### config.mk
export PLATFORM = sky130hd
export DESIGN_NAME = mem_port_arbiter
export DESIGN_NICKNAME = d
export VERILOG_FILES = /design/src/rtl/mem_port_arbiter.sv
export SDC_FILE = /design/constraint.sdc
export NUM_CORES = 1
export LEC_CHECK = 0
export ABC_AREA = 1
export CAP_MARGIN = 0
export CORE_AREA = 2 2 105 107
export DETAILED_ROUTE_END_ITERATION = 8
export DIE_AREA = 0 0 107 109
export DONT_BUFFER_PORTS = 1
export GPL_ROUTABILITY_DRIVEN = 1
export SLEW_MARGIN = 30
export SYNTH_ARGS = -nofsm -noshare
export SYNTH_HDL_FRONTEND = slang
export SYNTH_SLANG_ARGS = --single-unit
### constraint.sdc
create_clock -name clk -period 2.6 [get_ports clk]
set_clock_uncertainty 0.05 [all_clocks]
set_input_delay 0.52 -clock clk [delete_from_list [all_inputs] [get_ports clk]]
set_output_delay 0.52 -clock clk [all_outputs]
set_load 0.01 [all_outputs]
### src/rtl/mem_port_arbiter.sv
// Arbitrates one single-ported synchronous memory between the fetch port and the data port,
// with at most one read in flight and a bounded data-priority streak.
module mem_port_arbiter #(
  parameter int ADDR_W         = 32,
  parameter int DATA_W         = 32,
  parameter int MEM_LAT        = 2,
  parameter int MAX_DATA_BURST = 4
) (
  input  logic              clk,
  input  logic              reset,
  input  logic              if_req,
  input  logic [ADDR_W-1:0] if_addr,
  output logic              if_ready,
  output logic              if_rvalid,
  output logic [DATA_W-1:0] if_rdata,
  output logic              if_stall,
  input  logic              dm_req,
  input  logic              dm_we,
  input  logic [ADDR_W-1:0] dm_addr,
  input  logic [DATA_W-1:0] dm_wdata,
  output logic              dm_ready,
  output logic              dm_rvalid,
  output logic [DATA_W-1:0] dm_rdata,
  output logic              dm_stall,
  output logic              mem_en,
  output logic              mem_we,
  output logic [ADDR_W-1:0] mem_addr,
  output logic [DATA_W-1:0] mem_wdata,
  input  logic [DATA_W-1:0] mem_rdata,
  output logic              busy
);

  // Handshake: a request is held with its payload until ready; ready is combinational and
  // marks the issue cycle, so req & ready is the transfer and the memory strobe in one.
  localparam logic [3:0] MAX_B    = 4'(MAX_DATA_BURST);
  localparam logic [2:0] LAT_INIT = 3'(MEM_LAT - 1);

  typedef enum logic {ST_IDLE = 1'b0, ST_WAIT = 1'b1} state_t;

  state_t            r_state, w_state_nxt;
  logic              r_owner_dm, w_owner_nxt;
  logic [2:0]        r_lat_cnt, w_lat_nxt;
  logic [3:0]        r_streak, w_streak_nxt;
  logic              r_if_rvalid, r_dm_rvalid;
  logic [DATA_W-1:0] r_if_rdata, r_dm_rdata;
  logic              w_dm_win, w_if_win, w_done;

  always_comb begin
    w_state_nxt  = r_state;
    w_owner_nxt  = r_owner_dm;
    w_lat_nxt    = r_lat_cnt;
    w_streak_nxt = r_streak;
    w_dm_win     = 1'b0;
    w_if_win     = 1'b0;
    w_done       = 1'b0;
    case (r_state)
      ST_IDLE: begin
        // Data side is the older instruction, but yields once the streak limit is hit.
        w_dm_win = dm_req & ~(if_req & (r_streak == MAX_B));
        w_if_win = if_req & ~w_dm_win;
        if (w_dm_win) begin
          w_streak_nxt = (r_streak == MAX_B) ? r_streak : r_streak + 4'd1;
        end else if (w_if_win || !dm_req) begin
          w_streak_nxt = 4'd0;
        end
        if ((w_dm_win && !dm_we) || w_if_win) begin
          w_state_nxt = ST_WAIT;
          w_owner_nxt = w_dm_win;
          w_lat_nxt   = LAT_INIT;
        end
      end
      ST_WAIT: begin
        if (r_lat_cnt == 3'd0) begin
          w_done      = 1'b1;
          w_state_nxt = ST_IDLE;
        end else begin
          w_lat_nxt = r_lat_cnt - 3'd1;
        end
      end
      default: w_state_nxt = ST_IDLE;
    endcase
  end

  always_ff @(posedge clk) begin
    if (reset) begin
      r_state     <= ST_IDLE;
      r_owner_dm  <= 1'b0;
      r_lat_cnt   <= 3'd0;
      r_streak    <= 4'd0;
      r_if_rvalid <= 1'b0;
      r_dm_rvalid <= 1'b0;
      r_if_rdata  <= '0;
      r_dm_rdata  <= '0;
    end else begin
      r_state     <= w_state_nxt;
      r_owner_dm  <= w_owner_nxt;
      r_lat_cnt   <= w_lat_nxt;
      r_streak    <= w_streak_nxt;
      r_if_rvalid <= w_done & ~r_owner_dm;
      r_dm_rvalid <= w_done & r_owner_dm;
      if (w_done && !r_owner_dm) r_if_rdata <= mem_rdata;
      if (w_done && r_owner_dm)  r_dm_rdata <= mem_rdata;
    end
  end

  assign if_ready  = w_if_win;
  assign dm_ready  = w_dm_win;
  assign if_stall  = if_req & ~w_if_win;
  assign dm_stall  = dm_req & ~w_dm_win;
  assign if_rvalid = r_if_rvalid;
  assign dm_rvalid = r_dm_rvalid;
  assign if_rdata  = r_if_rdata;
  assign dm_rdata  = r_dm_rdata;
  assign mem_en    = w_if_win | w_dm_win;
  assign mem_we    = w_dm_win & dm_we;
  assign mem_addr  = w_dm_win ? dm_addr : (w_if_win ? if_addr : '0);
  assign mem_wdata = (w_dm_win && dm_we) ? dm_wdata : '0;
  assign busy      = (r_state == ST_WAIT);

endmodule

==> metrics.md <==
| Metric | Value |
|---|---|
| Outcome | finished clean |
| First-pass GRT wire length | 19.0 mm |
| # diodes | 0 |
| Peak supply drop | 0.406 mV |
| Hold path endpoint | dm_rdata[25] |
| DR DRC count | 0 |
| Cell Rows | 38 |
| Synth cell types | 23 |
| Io pins | 270 |
| Leak | approximately 1.8 nW |
| Num CTS Buffers | 9 |
| Max stage delay on crit path | 0.36 ns |
| Die width | 107 microns |
| Seq pwr share | between 40% and 50% |
| Iter 0 DRT Violations | between 200 and 300 |
| Root Buffer | clkbuf_8 |
| Commonest cells after routing, fill and taps aside | 98 x nor2_1, 73 x dfxtp_1, 49 x nand2_1 |
| Post-route ant nets | 0 |
| Hold depth | 1 |
| Post-Synth Adder-Cell Area | 1.45% |
| Gr ovfl total | 0 |
| Cells along the critical path | inv_1 > ha_1 > nand4_2 > nand2_4 > nor2_4 > buf_4 > nand2_8 > nor2_1 > buf_4 |
| R2R Path End | if_rdata[17] |
| Finished Layout Cells | 641 |
| Gpl congestion | around 1 |
| Min-delay src | reset |
| Critical path endpoint category | output port |
| Post-Synth Simple-Gate Area | between 20% and 30% |
| Final Setup Violations | 0 |
| HP Class | input pin to flop |
| Unrepaired setup endpoints after global routing | yes |
| Setup TNS | 0 ns |
| Via Count | 3409 |
| Max frequency | 0.399 GHz |
| Pre-antenna DRT Iters | 4 |
| Worst setup SP type | flop |
| Synth Area in Compound Gates | 18.3% |
| Post-Route Utilization | 38.6% |
| Largest family of logic cells by synthesized area | simple AND/OR/NAND/NOR gates |
| Max-slew violations | 0 |
| Net count, final | 633 |
| DIE AREA | 0.0117 sq mm |
| Critical Path AT | 1.94 ns |
| Reg2Reg Depth | 8 |
| Initial Util | ~33% |
| Final instance area | just over 0.004 sq mm |
| Slew HR | 59.9% |
| Period utilization | ~96% |
| Mux contribution to synthesized area | 0% |
| CTS tree | yes |
| Clock transition at path regs | 0.08 ns |
| Vias in the first global route | slightly above 3000 |
| Pint | 0.00193 W |
| Slew @ Worst Pin | 0.600 ns |
| WP data required | between 2 and 2.5 ns |
| Htree depth | 3 |
| Cell Area, Synth | around 0.0035 sq mm |
| Clock buffer depth | 2 |
| Clk sinks | 75 |
| Detailed Place HPWL | 10.6 mm |
| Placed cells | 620 |
| #FFs+latches synth | 75 |
| Total of max-cap violations | 0 |
| Critical Path Fanout Max | 17 |
| Average vias per placed instance | 5.32 |
| Area after DPL | between 0.003 and 0.004 sq mm |
| Clk_lat worst skew | between 0.3 and 0.4 ns |
| Sequential area share after synthesis | 43.5% |
| Core footprint | 0.0106 sq mm |
| Final Hold Viols | 0 |
| Crit path top cell by count | buf_4 |
| Minimum clock period after layout | 2.51 ns |
| Flop2flop setup slack | 0.88 ns |
| Hold-fix buffers, CTS | 0 |
| Cells after Synth | 474 |
| Avg WL per Cell | 21.7 microns |
| Drt total wl | 13.9 mm |
| CP max-delay cell | dfxtp_2 |
| Power share of the clock group | a little over a third |
| GRT Total Usage | 22.1% |
| Sw frac | between 30% and 40% |
| Mean Syn Cell Area | 7.28 sq um |
| Power per cell area | between 600 and 700 mW/mm^2 |
| Most common cell after layout, fill and taps aside | nor2_1 |
| Fraction of power consumed by combinational cells | 17.0% |
| Switching power | 0.000844 W |
| XOR/XNOR Fraction of Synth Area | 0.508% |
| Share of cells above drive strength 1 | 17.2% |
| DIE HEIGHT | roughly 110 microns |
| Net count after synthesis | 611 |
| Initial antenna violation count | 0 |
| Largest net degree at the start of global routing | 41 |
| Area delta synth->final | 18.6% |
| FF-to-FF Start | r_lat_cnt[0] |
| Synth warnings | 0 |
| PortBufs | 0 |
| WHS | between 0.15 and 0.2 ns |
| Setup CP Type | flop to output port |
## critical path, delay by kind of cell (launching register included)
kind / cells / cell delay [ns]
adders and majority gates: 1 / 0.23
and+or+nand+nor: 5 / 0.63
buffers and inverters: 3 / 0.37
DFF: 1 / 0.36
## final cells by class
| class | count | area [sq um] |
|---|---|---|
| fill | 1105 | 6510 |
| inverter | 54 | 208 |
| timing repair buffer | 42 | 345 |
| clock inverter | 7 | 101 |
| sequential | 75 | 1500 |
| clock buffer | 9 | 124 |
| multi-input combinational | 314 | 1630 |
| tap | 140 | 175 |
## worst max-delay path by stage
stage	cells past startpoint	endpoint	startpoint
final	9	mem_wdata[20]	r_streak[0]
after global routing	9	mem_wdata[9]	r_streak[0]
after CTS	7	mem_addr[7]	r_streak[0]
after detailed placement	7	mem_addr[14]	r_streak[0]
after global placement	7	mem_addr[14]	r_streak[0]
after floorplan	8	mem_wdata[13]	r_streak[0]
## stage by stage
stage / worst slack [ns] / power, W
CTS: 0.0137 / 0.00277
global placement: 0.314 / 0.00174
global route: -0.0191 / 0.00290
floorplan: 0.592 / 0.00163
finish: 0.0946 / 0.00277
detailed placement: 0.214 / 0.00175
## metal layers
metal / share of wire, % / track usage (%) / vias to the layer above
met4: 0.64 / 5.57 / 0
met3: 12 / 10.4 / 7
li1: - / - / 1590
met5: 0 / 0 / -
met2: 50 / 37.5 / 193
met1: 38 / 25.3 / 1619
## registers in the layout, summed over array words and instances, names as in the netlist
signal / cells
if_rdata: 32
dm_rdata: 32
r_owner_dm: 1
busy: 1
r_lat_cnt: 3
r_streak: 4
dm_rvalid: 1
if_rvalid: 1
## cell usage after synthesis, drive strengths merged
library cell / n / area, sq um
o21ai: 32 / 160
inv: 53 / 199
dfxtp: 75 / 1500
ha: 4 / 50.1
buf: 21 / 130
a21oi: 38 / 190
a22o: 32 / 280
clkbuf: 11 / 41.3
clkinv: 1 / 5.00
nand3: 38 / 203
or2: 3 / 18.8
nand2: 51 / 196
xor2: 2 / 17.5
nor2: 106 / 408
nand4: 7 / 50.1
## power groups by stage
stage / Combinational (W) / Sequential (W) / Clock (W)
floorplan: 0.000330 / 0.00130 / 0
global placement: 0.000426 / 0.00132 / 0
detailed placement: 0.000436 / 0.00131 / 0
CTS: 0.000441 / 0.00129 / 0.00104
global route: 0.000515 / 0.00130 / 0.00109
finish: 0.000470 / 0.00129 / 0.00101
## kinds of logic after synthesis
logic type | after synthesis
xor gates and xnor gates | 2
adders and majority gates | 4
AOI/OAI and AO/OA | 102
DFF | 75
buffers and inverters | 86
and+or+nand+nor | 205
## repair_timing
action / in CTS / in global routing
gates cloned: 0 / 2
endpoints found under the hold margin: 0 / 0
setup endpoints to repair: 65 / 64
buffers inserted: 0 / 3
gates resized for setup: 5 / 16
pin swaps: 0 / 2
Note: power is estimated with default switching activity, not from simulation.
